--- config.mk ---
export PLATFORM = sky130hd
export DESIGN_NAME = psr_cond_unit
export DESIGN_NICKNAME = d
export VERILOG_FILES = /design/src/rtl/psr_cond_unit.sv
export SDC_FILE = /design/constraint.sdc
export NUM_CORES = 1
export LEC_CHECK = 0
export BUFFER_PORTS_ARGS = -buffer_cell sky130_fd_sc_hd__buf_2
export CAP_MARGIN = 10
export CORE_ASPECT_RATIO = 0.9
export CORE_MARGIN = 2
export CORE_UTILIZATION = 50
export CTS_BUF_LIST = sky130_fd_sc_hd__clkbuf_16
export DETAILED_ROUTE_END_ITERATION = 10
export PLACE_DENSITY = 0.75
export SETUP_SLACK_MARGIN = 0.15
export SLEW_MARGIN = 5
export SYNTH_ARGS = -nofsm -noshare
export SYNTH_HDL_FRONTEND = slang
export SYNTH_SLANG_ARGS = --single-unit
--- constraint.sdc ---
create_clock -name clk -period 2.6 [get_ports clk]
set_clock_uncertainty 0.05 [all_clocks]
set_input_delay 0.13 -clock clk [delete_from_list [all_inputs] [get_ports clk]]
set_output_delay 0.13 -clock clk [all_outputs]
set_load 0.1 [all_outputs]
--- src/rtl/psr_cond_unit.sv ---
// psr_cond_unit
//   Holds the architectural PSR {N,Z,L,F,C} (bit0=C, 1=F, 2=L, 3=Z, 4=N).
//   It evaluates 4-bit branch/jump condition codes against the PSR and
//   returns a registered taken/not-taken answer over a valid/ready
//   handshake. A small save/restore stack keeps the PSR across interrupt
//   entry and exit.
// Ports
//   clk, reset_n            rising-edge clock, async active-low reset
//   alu_flags, flag_we      ALU flag vector and per-bit PSR write enables
//   cond_valid/ready/code   condition request handshake
//   taken_valid/ready/taken registered result handshake
//   psr_push, psr_pop       save/restore the PSR to/from the stack
//   psr                     architectural PSR
//   stk_full/empty/err      stack status; stk_err is sticky until reset
module psr_cond_unit #(
   parameter int DEPTH = 4,
   parameter int PTRW  = 2
) (
   input  logic       clk,
   input  logic       reset_n,
   input  logic [4:0] alu_flags,
   input  logic [4:0] flag_we,
   input  logic       cond_valid,
   input  logic [3:0] cond_code,
   output logic       cond_ready,
   output logic       taken_valid,
   output logic       taken,
   input  logic       taken_ready,
   input  logic       psr_push,
   input  logic       psr_pop,
   output logic [4:0] psr,
   output logic       stk_full,
   output logic       stk_empty,
   output logic       stk_err
);

   logic [4:0]    stack [DEPTH];
   logic [PTRW:0] count;
   logic [PTRW:0] count_m1;
   logic [PTRW-1:0] top_idx;
   logic [4:0]    top;
   logic [4:0]    merged;
   logic [4:0]    eff;
   logic          pop_acc, swap, push_wr, push_inc, err_set, accept;

   assign stk_full  = (count == (PTRW+1)'(DEPTH));
   assign stk_empty = (count == '0);
   assign count_m1  = count - (PTRW+1)'(1);
   assign top_idx   = count_m1[PTRW-1:0];
   assign top       = stack[top_idx];

   // A pop is honoured whenever the stack holds something; with a push in
   // the same cycle it becomes a swap of PSR and top, count unchanged.
   assign pop_acc  = psr_pop & ~stk_empty;
   assign swap     = psr_push & pop_acc;
   assign push_wr  = psr_push & (swap | ~stk_full);
   assign push_inc = psr_push & ~psr_pop & ~stk_full
                   | psr_push & psr_pop & stk_empty;
   assign err_set  = (psr_push & ~psr_pop & stk_full)
                   | (psr_pop & ~psr_push & stk_empty);

   // Effective PSR: same-cycle flag writes bypass, but a restore overrides.
   // This is also exactly the next PSR value.
   assign merged = (alu_flags & flag_we) | (psr & ~flag_we);
   assign eff    = pop_acc ? top : merged;

   assign cond_ready = ~taken_valid | taken_ready;
   assign accept     = cond_valid & cond_ready;

   function automatic logic eval(input logic [3:0] cc, input logic [4:0] f);
      logic c, fl, l, z, n;
      {n, z, l, fl, c} = f;
      case (cc)
         4'h0: eval = z;
         4'h1: eval = ~z;
         4'h2: eval = c;
         4'h3: eval = ~c;
         4'h4: eval = l;
         4'h5: eval = ~l;
         4'h6: eval = n;
         4'h7: eval = ~n;
         4'h8: eval = fl;
         4'h9: eval = ~fl;
         4'hA: eval = ~l & ~z;
         4'hB: eval = l | z;
         4'hC: eval = ~n & ~z;
         4'hD: eval = n | z;
         4'hE: eval = 1'b1;
         default: eval = 1'b0;
      endcase
   endfunction

   always_ff @(posedge clk or negedge reset_n) begin
      if (!reset_n) begin
         psr         <= '0;
         taken_valid <= 1'b0;
         taken       <= 1'b0;
         count       <= '0;
         stk_err     <= 1'b0;
      end else begin
         psr <= eff;
         if (accept) begin
            taken_valid <= 1'b1;
            taken       <= eval(cond_code, eff);
         end else if (taken_ready) begin
            taken_valid <= 1'b0;
         end
         if (push_inc)
            count <= count + (PTRW+1)'(1);
         else if (pop_acc && !swap)
            count <= count_m1;
         if (err_set)
            stk_err <= 1'b1;
      end
   end

   // Stack contents need no reset: count gates every read.
   always_ff @(posedge clk) begin
      if (push_wr)
         stack[swap ? top_idx : count[PTRW-1:0]] <= psr;
   end

endmodule

==> results of run 1 <==
==> worst max-delay path: stages (launching register included) <==
cell and delay [ns]:
dfrtp_1 0.44, inv_2 0.12, ha_4 0.33, mux4_1 0.32
and3_1 0.23, a211o_1 0.28, and3_1 0.18, o211ai_1 0.18
a31oi_1 0.10
==> cell families after synthesis <==
group | after synthesis
DFF | 31
xor gates and xnor gates | 2
and+or+nand+nor | 49
adders and majority gates | 3
buffers and inverters | 15
AOI/OAI and AO/OA | 33
muxes | 12
==> layer usage <==
metal	vias to the layer above	GRT usage (%)	wire length, microns
li1	632	-	-
met3	7	3.39	152
met2	41	32.1	2010
met4	0	8.75	69
met1	677	25.3	1640
met5	-	0	0
==> per-stage QoR <==
stage	instance area (sq um)	cells	util [%]	hold slack (ns)	power (mW)
after floorplan	1760	145	-	-0.216	2.03
after global placement	1950	218	58.1	-0.0249	2.31
after detailed placement	1950	218	58.1	-0.0296	2.37
after CTS	2110	228	62.9	0.00166	2.95
after global routing	2130	230	63.7	0.0189	3.10
final	2130	230	63.7	0.00422	2.99
==> cell usage after synthesis, types with 2 or more instances <==
cell type,instances
a21oi_1,6
a31oi_1,3
buf_6,2
and3_1,3
a211o_1,2
a21boi_0,3
nand3_1,10
xnor2_1,2
buf_4,2
edfxtp_1,20
mux4_2,2
inv_1,8
a21o_1,3
nand2b_1,4
mux2_2,7
o21a_1,2
ha_1,3
mux4_1,3
nor3_1,3
nand4_1,2
o21ai_0,4
nand2_1,10
dfrtp_1,11
nor2_1,6
or3_1,2
==> registers in the layout, indices dropped and copies added (netlist names) <==
signal,cells
taken_valid,1
stack,20
psr,5
count,3
taken,1
stk_err,1
==> power by group through the flow <==
stage          Combinational [mW]  Sequential [mW]  Clock, mW
5_1_grt                      1.63            0.903      0.575
6_report                     1.56            0.885      0.552
3_5_place_dp                 1.47            0.898          0
3_3_place_gp                 1.42            0.889          0
2_1_floorplan               0.818             1.22          0
4_1_cts                      1.51            0.891      0.555
==> cell type report <==
class / instances / area (sq um)
clock inverters: 3 / 16.3
repair buffers: 40 / 228
flip-flops and latches: 31 / 877
multi-input cells: 99 / 800
inverters: 8 / 33.8
clock buffers: 5 / 125
fillers: 268 / 1220
well taps: 44 / 55.1
==> final timing paths <==
check                           startpoint          end  slack [ns]  cells past startpoint
worst max register to register    count[1]        taken        0.24                      8
worst min register to register     stk_err      stk_err        0.41                      1
worst min-delay path            cond_valid  taken_valid       0.004                      2
worst max-delay path              count[1]        taken        0.24                      8
max in group asynchronous          reset_n     count[0]        2.05                      2
min in group asynchronous          reset_n     count[1]        0.21                      2
==> timing repair <==
action / CTS / global route
gates resized for setup: 2 / 3
hold buffers: 1 / 0
pin swaps: 1 / 0
buffers inserted: 1 / 2
hold endpoints to repair: 11 / 0
setup endpoints to repair: 1 / 1
==> metrics.yaml, run 1 <==
status: "completed"
synth.area.top_cells: "edfxtp_1, dfrtp_1, mux4_1"
intPower_mw: 1.62
synth_fp_nets: 168
synth_xor_area_share_pct: 1.01
clk_path_buf_depth: 2
track_usage_pct: 19.5
grt_pass1_vias: 1156
syn_to_final_growth_pct: 23.0
max-slew-margin-rel_pct: 67.9
required_ns: 2.70
p_switching_mw: 1.38
fmax_mhz: 424
numCtsBuffers: 5
port_buffers: 30
clock-sinks: 31
hold_class: "primary input to flop"
worst_slack_ns: 0.242
timing_hold_violations_final: 0
layout_common_cells: "buf_2, edfxtp_1, nand3_1, nand2_1, dfrtp_1"
synth_edf_count: 20
pwr-share-seq_pct: 29.5
rsz0062_at_grt: "false"
period_share_pct: 90.7
rows: 20
cts_max_level: 2
ys_seq_area_share_pct: 50.5
clkPwrFrac_pct: 18.4
synth_top_family_by_area: "simple AND/OR/NAND/NOR gates"
antennaDiodeCount: 0
synth_compound_area_share_pct: 13.8
yosysWarnings: 0
vias: 1357
clk_latency_ns: 0.27
fin_setup_tns_ns: 0
netlist.area_leader.share_pct: 34.6
place_hpwl_mm: 2.73
cts_root_buffer: "clkbuf_16"
antenna_left: 0
synthDistinctLibCells: 47
grt_overflow: 0
p_leak_nw: 0.861
dp_slack_ns: 0.107
synthCells: 145
yosys.area.top_type: "edfxtp_1"
layout_commonest_cell: "buf_2"
setup_viol_count_final: 0
cp.arrival_ns: 2.46
viasPerCell: 5.90
drt_iter0_markers: 62
synthArstFlopShare_pct: 35.5
combPwrFrac_pct: 52.0
synth_fa_ha_area_share_pct: 2.16
drive_above_1_share_pct: 38.2
num-nets-final: 208
gp_congestion: 0.879
synth_area_sq_mm: 0.00174
drc_errors: 0
min_period_ns: 2.36
worst_pin_slew_ns: 0.485
synth-seq-cells: 31
power_density_mw_per_mm2: 1400
grt_max_degree: 17
grt_pass1_wl_mm: 5.56
muxShareOfSynthArea_pct: 11.7
vdd_drop_max_mv: 0.685
drtPass1Iterations: 4
criticalPathCategory: "flop to flop"
synth_top_flop_cell: "edfxtp_1"
critPathLaunchType: "flop"
p_sw_share_pct: 46.1
synthSimpleGateAreaFrac_pct: 15.6
die-area_sq_mm: 0.00396
endpoint_kind: "flop"
cts_tree: "built"
wire_per_inst_microns: 16.8
pin_count: 31
chipHeight_microns: 59.9
maxSlewViolCount: 0
coreArea_sq_mm: 0.00335
antenna_found_initial: 0
maxCapViolCount: 0
routed_wirelength_mm: 3.87
fp.dieW_microns: 66.1
synth_area_per_cell_sq_um: 12.0
path_clk_slew_ns: 0.05
start_util_pct: 51.8
path_max_fanout: 6
Note: power is estimated with default switching activity, not from simulation.
==> run 2, diff against run 1 <==
--- a/config.mk
+++ b/config.mk
@@ -9,10 +9,10 @@
 export CAP_MARGIN = 10
 export CORE_ASPECT_RATIO = 0.9
 export CORE_MARGIN = 2
-export CORE_UTILIZATION = 50
+export CORE_UTILIZATION = 55
 export CTS_BUF_LIST = sky130_fd_sc_hd__clkbuf_16
 export DETAILED_ROUTE_END_ITERATION = 10
-export PLACE_DENSITY = 0.75
+export PLACE_DENSITY = 0.78
 export SETUP_SLACK_MARGIN = 0.15
 export SLEW_MARGIN = 5
 export SYNTH_ARGS = -nofsm -noshare
==> constraint.sdc (replaced) <==
create_clock -name clk -period 2.25 [get_ports clk]
set_clock_uncertainty 0.05 [all_clocks]
set_input_delay 0.1125 -clock clk [delete_from_list [all_inputs] [get_ports clk]]
set_output_delay 0.1125 -clock clk [all_outputs]
set_load 0.1 [all_outputs]
==> metrics.yaml, run 2 (synthesis gave the netlist of run 1 again) <==
fmax_mhz: 459  # was 424 MHz
min_period_ns: 2.18  # was 2.36 ns
dp.cells: 223  # was 218
layout_common_cells: "buf_2, edfxtp_1, buf_4"  # was buf_2, edfxtp_1, nand3_1, nand2_1, dfrtp_1
worstPathCellList: "buf_4 > buf_6 > mux4_2 > and3_4 > a211o_1 > and3_1 > o211ai_1 > a31oi_1"  # was inv_2 > ha_4 > mux4_1 > and3_1 > a211o_1 > and3_1 > o211ai_1 > a31oi_1
power_density_mw_per_mm2: 1660  # was 1400 mW/mm^2
wire_per_inst_microns: 18.5  # was 16.8 microns
drc_errors: 0  # unchanged
required_ns: 2.35  # was 2.70 ns
maxSlewViolCount: 0  # unchanged
worstReg2RegStart: "count[0]"  # was count[1]
path_max_fanout: 4  # was 6
grt_busiest_layer: "met2"  # unchanged
drtPass1Iterations: 4  # unchanged
maxCapViolCount: 0  # unchanged
cp.arrival_ns: 2.28  # was 2.46 ns
routed_wirelength_mm: 4.37  # was 3.87 mm
cts_tree: "built"  # unchanged
dpl_cell_area_sq_mm: 0.00202  # was 0.00195 sq mm
grt_util_met3_pct: 6.31  # was 3.39%
setup_viol_count_final: 0  # unchanged
cts_root_buffer: "clkbuf_16"  # unchanged
r2r_cells: 8  # unchanged
drive_above_1_share_pct: 45.4  # was 38.2%
endpoint_kind: "flop"  # unchanged
antennaDiodeCount: 0  # unchanged
worst_pin_slew_ns: 0.485  # about the same
met2_usage_pct: 43.8  # was 32.1%
gp_congestion: 0.983  # was 0.879
rows: 19  # was 20
place_hpwl_mm: 2.96  # was 2.73 mm
rsz0062_at_grt: "true"  # was false
grt_overflow: 0  # unchanged
finish.instance_area_sq_mm: 0.00233  # was 0.00213 sq mm
start_util_pct: 57.0  # was 51.8%
die-area_sq_mm: 0.00362  # was 0.00396 sq mm
numCtsBuffers: 5  # unchanged
max-slew-margin-rel_pct: 67.9  # about the same
cpPeakStageDelay_ns: 0.48  # was 0.44 ns
p_leak_nw: 0.924  # was 0.861 nW
holdPathEnd: "taken_valid"  # unchanged
track_usage_pct: 25.3  # was 19.5%
antenna_found_initial: 0  # unchanged
cpMaxStageDelayCell: "mux4_2"  # was dfrtp_1
layout_commonest_cell: "buf_2"  # unchanged
pin_count: 31  # unchanged
layoutNonFillerInstCount: 236  # was 230
period_share_pct: 96.7  # was 90.7%
clock-sinks: 31  # unchanged
criticalPathCategory: "flop to flop"  # unchanged
critPathLaunchType: "flop"  # unchanged
timing_hold_violations_final: 0  # unchanged
viasPerCell: 5.86  # was 5.90
r2r_end: "taken"  # unchanged
vias: 1382  # was 1357
worstHoldStart: "taken_ready"  # was cond_valid
coreArea_sq_mm: 0.00304  # was 0.00335 sq mm
r2r_slack_ns: 0.07  # was 0.24 ns
hold_depth: 3  # was 2
clk_latency_ns: 0.28  # was 0.27 ns
vdd_drop_max_mv: 1.08  # was 0.685 mV
chipHeight_microns: 57.3  # was 59.9 microns
use_met1_pct: 33.0  # was 25.3%
status: "completed"  # unchanged
largest_reg_flops: 20  # unchanged
cts_max_level: 2  # unchanged
holdWs_ns: 0.0752  # was 0.00422 ns
syn_to_final_growth_pct: 34.0  # was 23.0%
fp.dieW_microns: 63.2  # was 66.1 microns
drt_iter0_markers: 157  # was 62
antenna_left: 0  # unchanged
num-nets-final: 216  # was 208
grt_max_degree: 17  # unchanged
grt_pass1_vias: 1424  # was 1156
path_clk_slew_ns: 0.05  # about the same
hold_class: "primary input to flop"  # unchanged
clk_path_buf_depth: 2  # unchanged
grt_pass1_wl_mm: 6.83  # was 5.56 mm
port_buffers: 30  # unchanged
-- run 2: cell types whose count changed in the layout (fill, tap and decap cells not counted), moves of 2 or more --
cell,delta
a21boi_0,-3
a2111oi_4,+2
nand3_4,+2
buf_4,+6
a2111oi_2,-2
a21boi_2,+2
-- run 2: layout make-up --
cell class | instances | area, sq um
Inverter | 8 | 33.8
Sequential cell | 31 | 877
Timing Repair Buffer | 48 | 294
Multi-Input combinational cell | 99 | 900
Fill cell | 207 | 717
Clock buffer | 5 | 125
Clock inverter | 3 | 43.8
Tap cell | 42 | 52.6
-- run 2: worst max-delay path by stage --
stage	from	to	slack, ns	cells after the start
floorplan	count[0]	taken	-0.34	11
global placement	count[0]	taken	0.06	7
detailed placement	count[0]	taken	0.001	7
CTS	count[0]	taken	0.11	8
global route	count[0]	taken	-0.04	8
finish	count[0]	taken	0.07	8
-- run 2: worst max-delay path, delay by kind of cell (launching register included) --
family | cells | cell delay, ns
AO/OA/AOI/OAI | 3 | 0.53
multiplexers | 1 | 0.48
flip-flops | 1 | 0.40
AND/OR/NAND/NOR | 2 | 0.37
buffers and inverters | 2 | 0.23
-- run 2: timing repair --
action,in CTS,in global routing
hold buffers,2,0
hold endpoints to repair,12,0
pin swaps,8,7
gates resized for setup,6,10
buffers inserted,3,0
endpoints found under the setup margin,10,10
-- run 2: metal layers --
metal  vias to the layer above  share of wire, %
met4                         0               1.3
met1                       682                42
met5                         -                 0
met3                         8               4.5
met2                        44                52
li1                        648                 -
-- run 2: through the flow --
stage | power [mW] | TNS [ns] | worst slack (ns) | util (%)
after floorplan | 2.38 | -0.339 | -0.339 | -
after global placement | 2.81 | 0 | 0.0606 | 66.4
after detailed placement | 2.86 | 0 | 0.000990 | 66.4
after CTS | 3.76 | 0 | 0.109 | 74.0
after global routing | 4.03 | -0.0408 | -0.0408 | 76.4
final | 3.86 | 0 | 0.0733 | 76.4
-- run 2: power breakdown --
part | switching (mW) | total (mW) | internal [mW]
combinational | 1.34 | 2.09 | 0.757
sequential | 0.129 | 1.00 | 0.876
clock | 0.241 | 0.761 | 0.521
total | 1.71 | 3.86 | 2.15
==> run 3, diff against run 2 <==
==> constraint.sdc (replaced) <==
create_clock -name clk -period 2.25 [get_ports clk]
set_clock_uncertainty 0.05 [all_clocks]
set_input_delay 0.3375 -clock clk [delete_from_list [all_inputs] [get_ports clk]]
set_output_delay 0.3375 -clock clk [all_outputs]
set_load 0.1 [all_outputs]
==> metrics.yaml, run 3 (synthesis gave the netlist of run 1 again) <==
status: "completed"  # unchanged
gp_congestion: 0.983  # unchanged
drt_iter0_markers: 134  # was 157
worst_slack_ns: 0.0640  # was 0.0733 ns
critPathBufInv: 2  # unchanged
fmax_mhz: 457  # was 459 MHz
antenna_found_initial: 0  # unchanged
path_clk_slew_ns: 0.05  # about the same
grt_overflow: 0  # unchanged
worstHoldStart: "cond_valid"  # was taken_ready
combPwrFrac_pct: 54.2  # about the same
fp.dieW_microns: 63.2  # unchanged
chipHeight_microns: 57.3  # unchanged
clock-sinks: 31  # unchanged
path_max_fanout: 4  # unchanged
maxSlewViolCount: 0  # unchanged
die-area_sq_mm: 0.00362  # unchanged
vdd_drop_max_mv: 1.07  # was 1.08 mV
worst_pin_slew_ns: 0.485  # about the same
wire_per_inst_microns: 18.7  # was 18.5 microns
p_sw_share_pct: 44.1  # was 44.2%
critPathLaunchType: "flop"  # unchanged
cpPeakStageDelay_ns: 0.48  # about the same
place_hpwl_mm: 2.96  # unchanged
drtPass1Iterations: 4  # unchanged
drive_above_1_share_pct: 45.6  # was 45.4%
p_switching_mw: 1.70  # was 1.71 mW
power_density_mw_per_mm2: 1660  # about the same
coreArea_sq_mm: 0.00304  # unchanged
drc_errors: 0  # unchanged
min_period_ns: 2.19  # was 2.18 ns
pwr-share-seq_pct: 26.1  # was 26.0%
hold_class: "primary input to flop"  # unchanged
rsz0062_at_grt: "true"  # unchanged
grt_max_degree: 17  # unchanged
intPower_mw: 2.15  # about the same
p_leak_nw: 0.920  # was 0.924 nW
power_mw: 3.85  # was 3.86 mW
clkPwrFrac_pct: 19.7  # about the same
antenna_left: 0  # unchanged
endpoint_kind: "flop"  # unchanged
numCtsBuffers: 5  # unchanged
viasPerCell: 5.90  # was 5.86
holdWs_ns: 0.224  # was 0.0752 ns
num-nets-final: 215  # was 216
period_share_pct: 97.2  # was 96.7%
maxCapViolCount: 0  # unchanged
worstPathCellList: "buf_4 > buf_6 > mux4_2 > and3_4 > a211o_1 > and3_1 > o211ai_1 > a31oi_1"  # unchanged
syn_to_final_growth_pct: 33.5  # was 34.0%
clk_latency_ns: 0.27  # was 0.28 ns
grt_pass1_vias: 1408  # was 1424
start_util_pct: 57.0  # unchanged
cts_root_buffer: "clkbuf_16"  # unchanged
critPathLaunch: "count[0]"  # unchanged
fin_setup_tns_ns: 0  # unchanged
grt_pass1_wl_mm: 6.76  # was 6.83 mm
critPathTopFamily: "compound AO/OA/AOI/OAI gates"  # unchanged
setup_viol_count_final: 0  # unchanged
required_ns: 2.35  # about the same
criticalPathCategory: "flop to flop"  # unchanged
worstReg2RegStart: "count[0]"  # unchanged
largest_reg_flops: 20  # unchanged
cp.arrival_ns: 2.29  # was 2.28 ns
vias: 1387  # was 1382
port_buffers: 30  # unchanged
clk_path_buf_depth: 2  # unchanged
fillers: 208  # was 207
layout_commonest_cell: "buf_2"  # unchanged
cts_tree: "built"  # unchanged
max-slew-margin-rel_pct: 67.9  # about the same
cts_max_level: 2  # unchanged
timing_hold_violations_final: 0  # unchanged
cpMaxStageDelayCell: "mux4_2"  # unchanged
pin_count: 31  # unchanged
routed_wirelength_mm: 4.38  # was 4.37 mm
antennaDiodeCount: 0  # unchanged
rows: 19  # unchanged
track_usage_pct: 25.1  # was 25.3%
layout_common_cells: "buf_2, edfxtp_1, buf_4"  # unchanged
utilization_pct: 76.1  # was 76.4%
dp_slack_ns: 0.000990  # unchanged
==> run 3: final timing paths <==
| check | cells past startpoint | slack, ns | to |
|---|---|---|---|
| max | 8 | 0.06 | taken |
| min | 2 | 0.22 | taken_valid |
| max reg2reg | 8 | 0.06 | taken |
| min reg2reg | 1 | 0.40 | stk_err |
| max in group asynchronous | 2 | 1.47 | count[0] |
| min in group asynchronous | 2 | 0.43 | count[1] |
==> run 3: cell type report <==
type,count,area (sq um),share of cell area [%]
Clock buffer,5,125,5.40
Clock inverter,3,43.8,1.89
Inverter,8,33.8,1.46
Multi-Input combinational cell,99,900,38.8
Sequential cell,31,877,37.9
Tap cell,42,52.6,2.27
Timing Repair Buffer,47,284,12.3
==> run 3: power groups by stage <==
stage,clock [mW],sequential [mW],combinational [mW]
2_1_floorplan,0,1.40,0.978
3_3_place_gp,0,0.996,1.82
3_5_place_dp,0,1.01,1.85
4_1_cts,0.765,1.00,1.99
5_1_grt,0.796,1.03,2.20
6_report,0.759,1.00,2.09
==> run 3: per-stage QoR <==
stage	instance area [sq um]	instances
finish	2320	235
global route	2320	235
CTS	2240	235
detailed placement	2020	223
global placement	2020	223
floorplan	1780	145
==> run 3: metal layers <==
| metal | global-route usage [%] | wire length, microns |
|---|---|---|
| met2 | 43.2 | 2210 |
| met5 | 0 | 0 |
| met1 | 32.9 | 1850 |
| met4 | 5.28 | 56 |
| met3 | 6.31 | 273 |
==> run 3: repair_timing <==
| action | in CTS | in global routing |
|---|---|---|
| pin swaps | 8 | 7 |
| hold buffers | 1 | 0 |
| resized for setup | 6 | 10 |
| setup buffers | 3 | 0 |
| cloned | 0 | 0 |
| hold endpoints to repair | 11 | 0 |
| setup endpoints to repair | 10 | 12 |
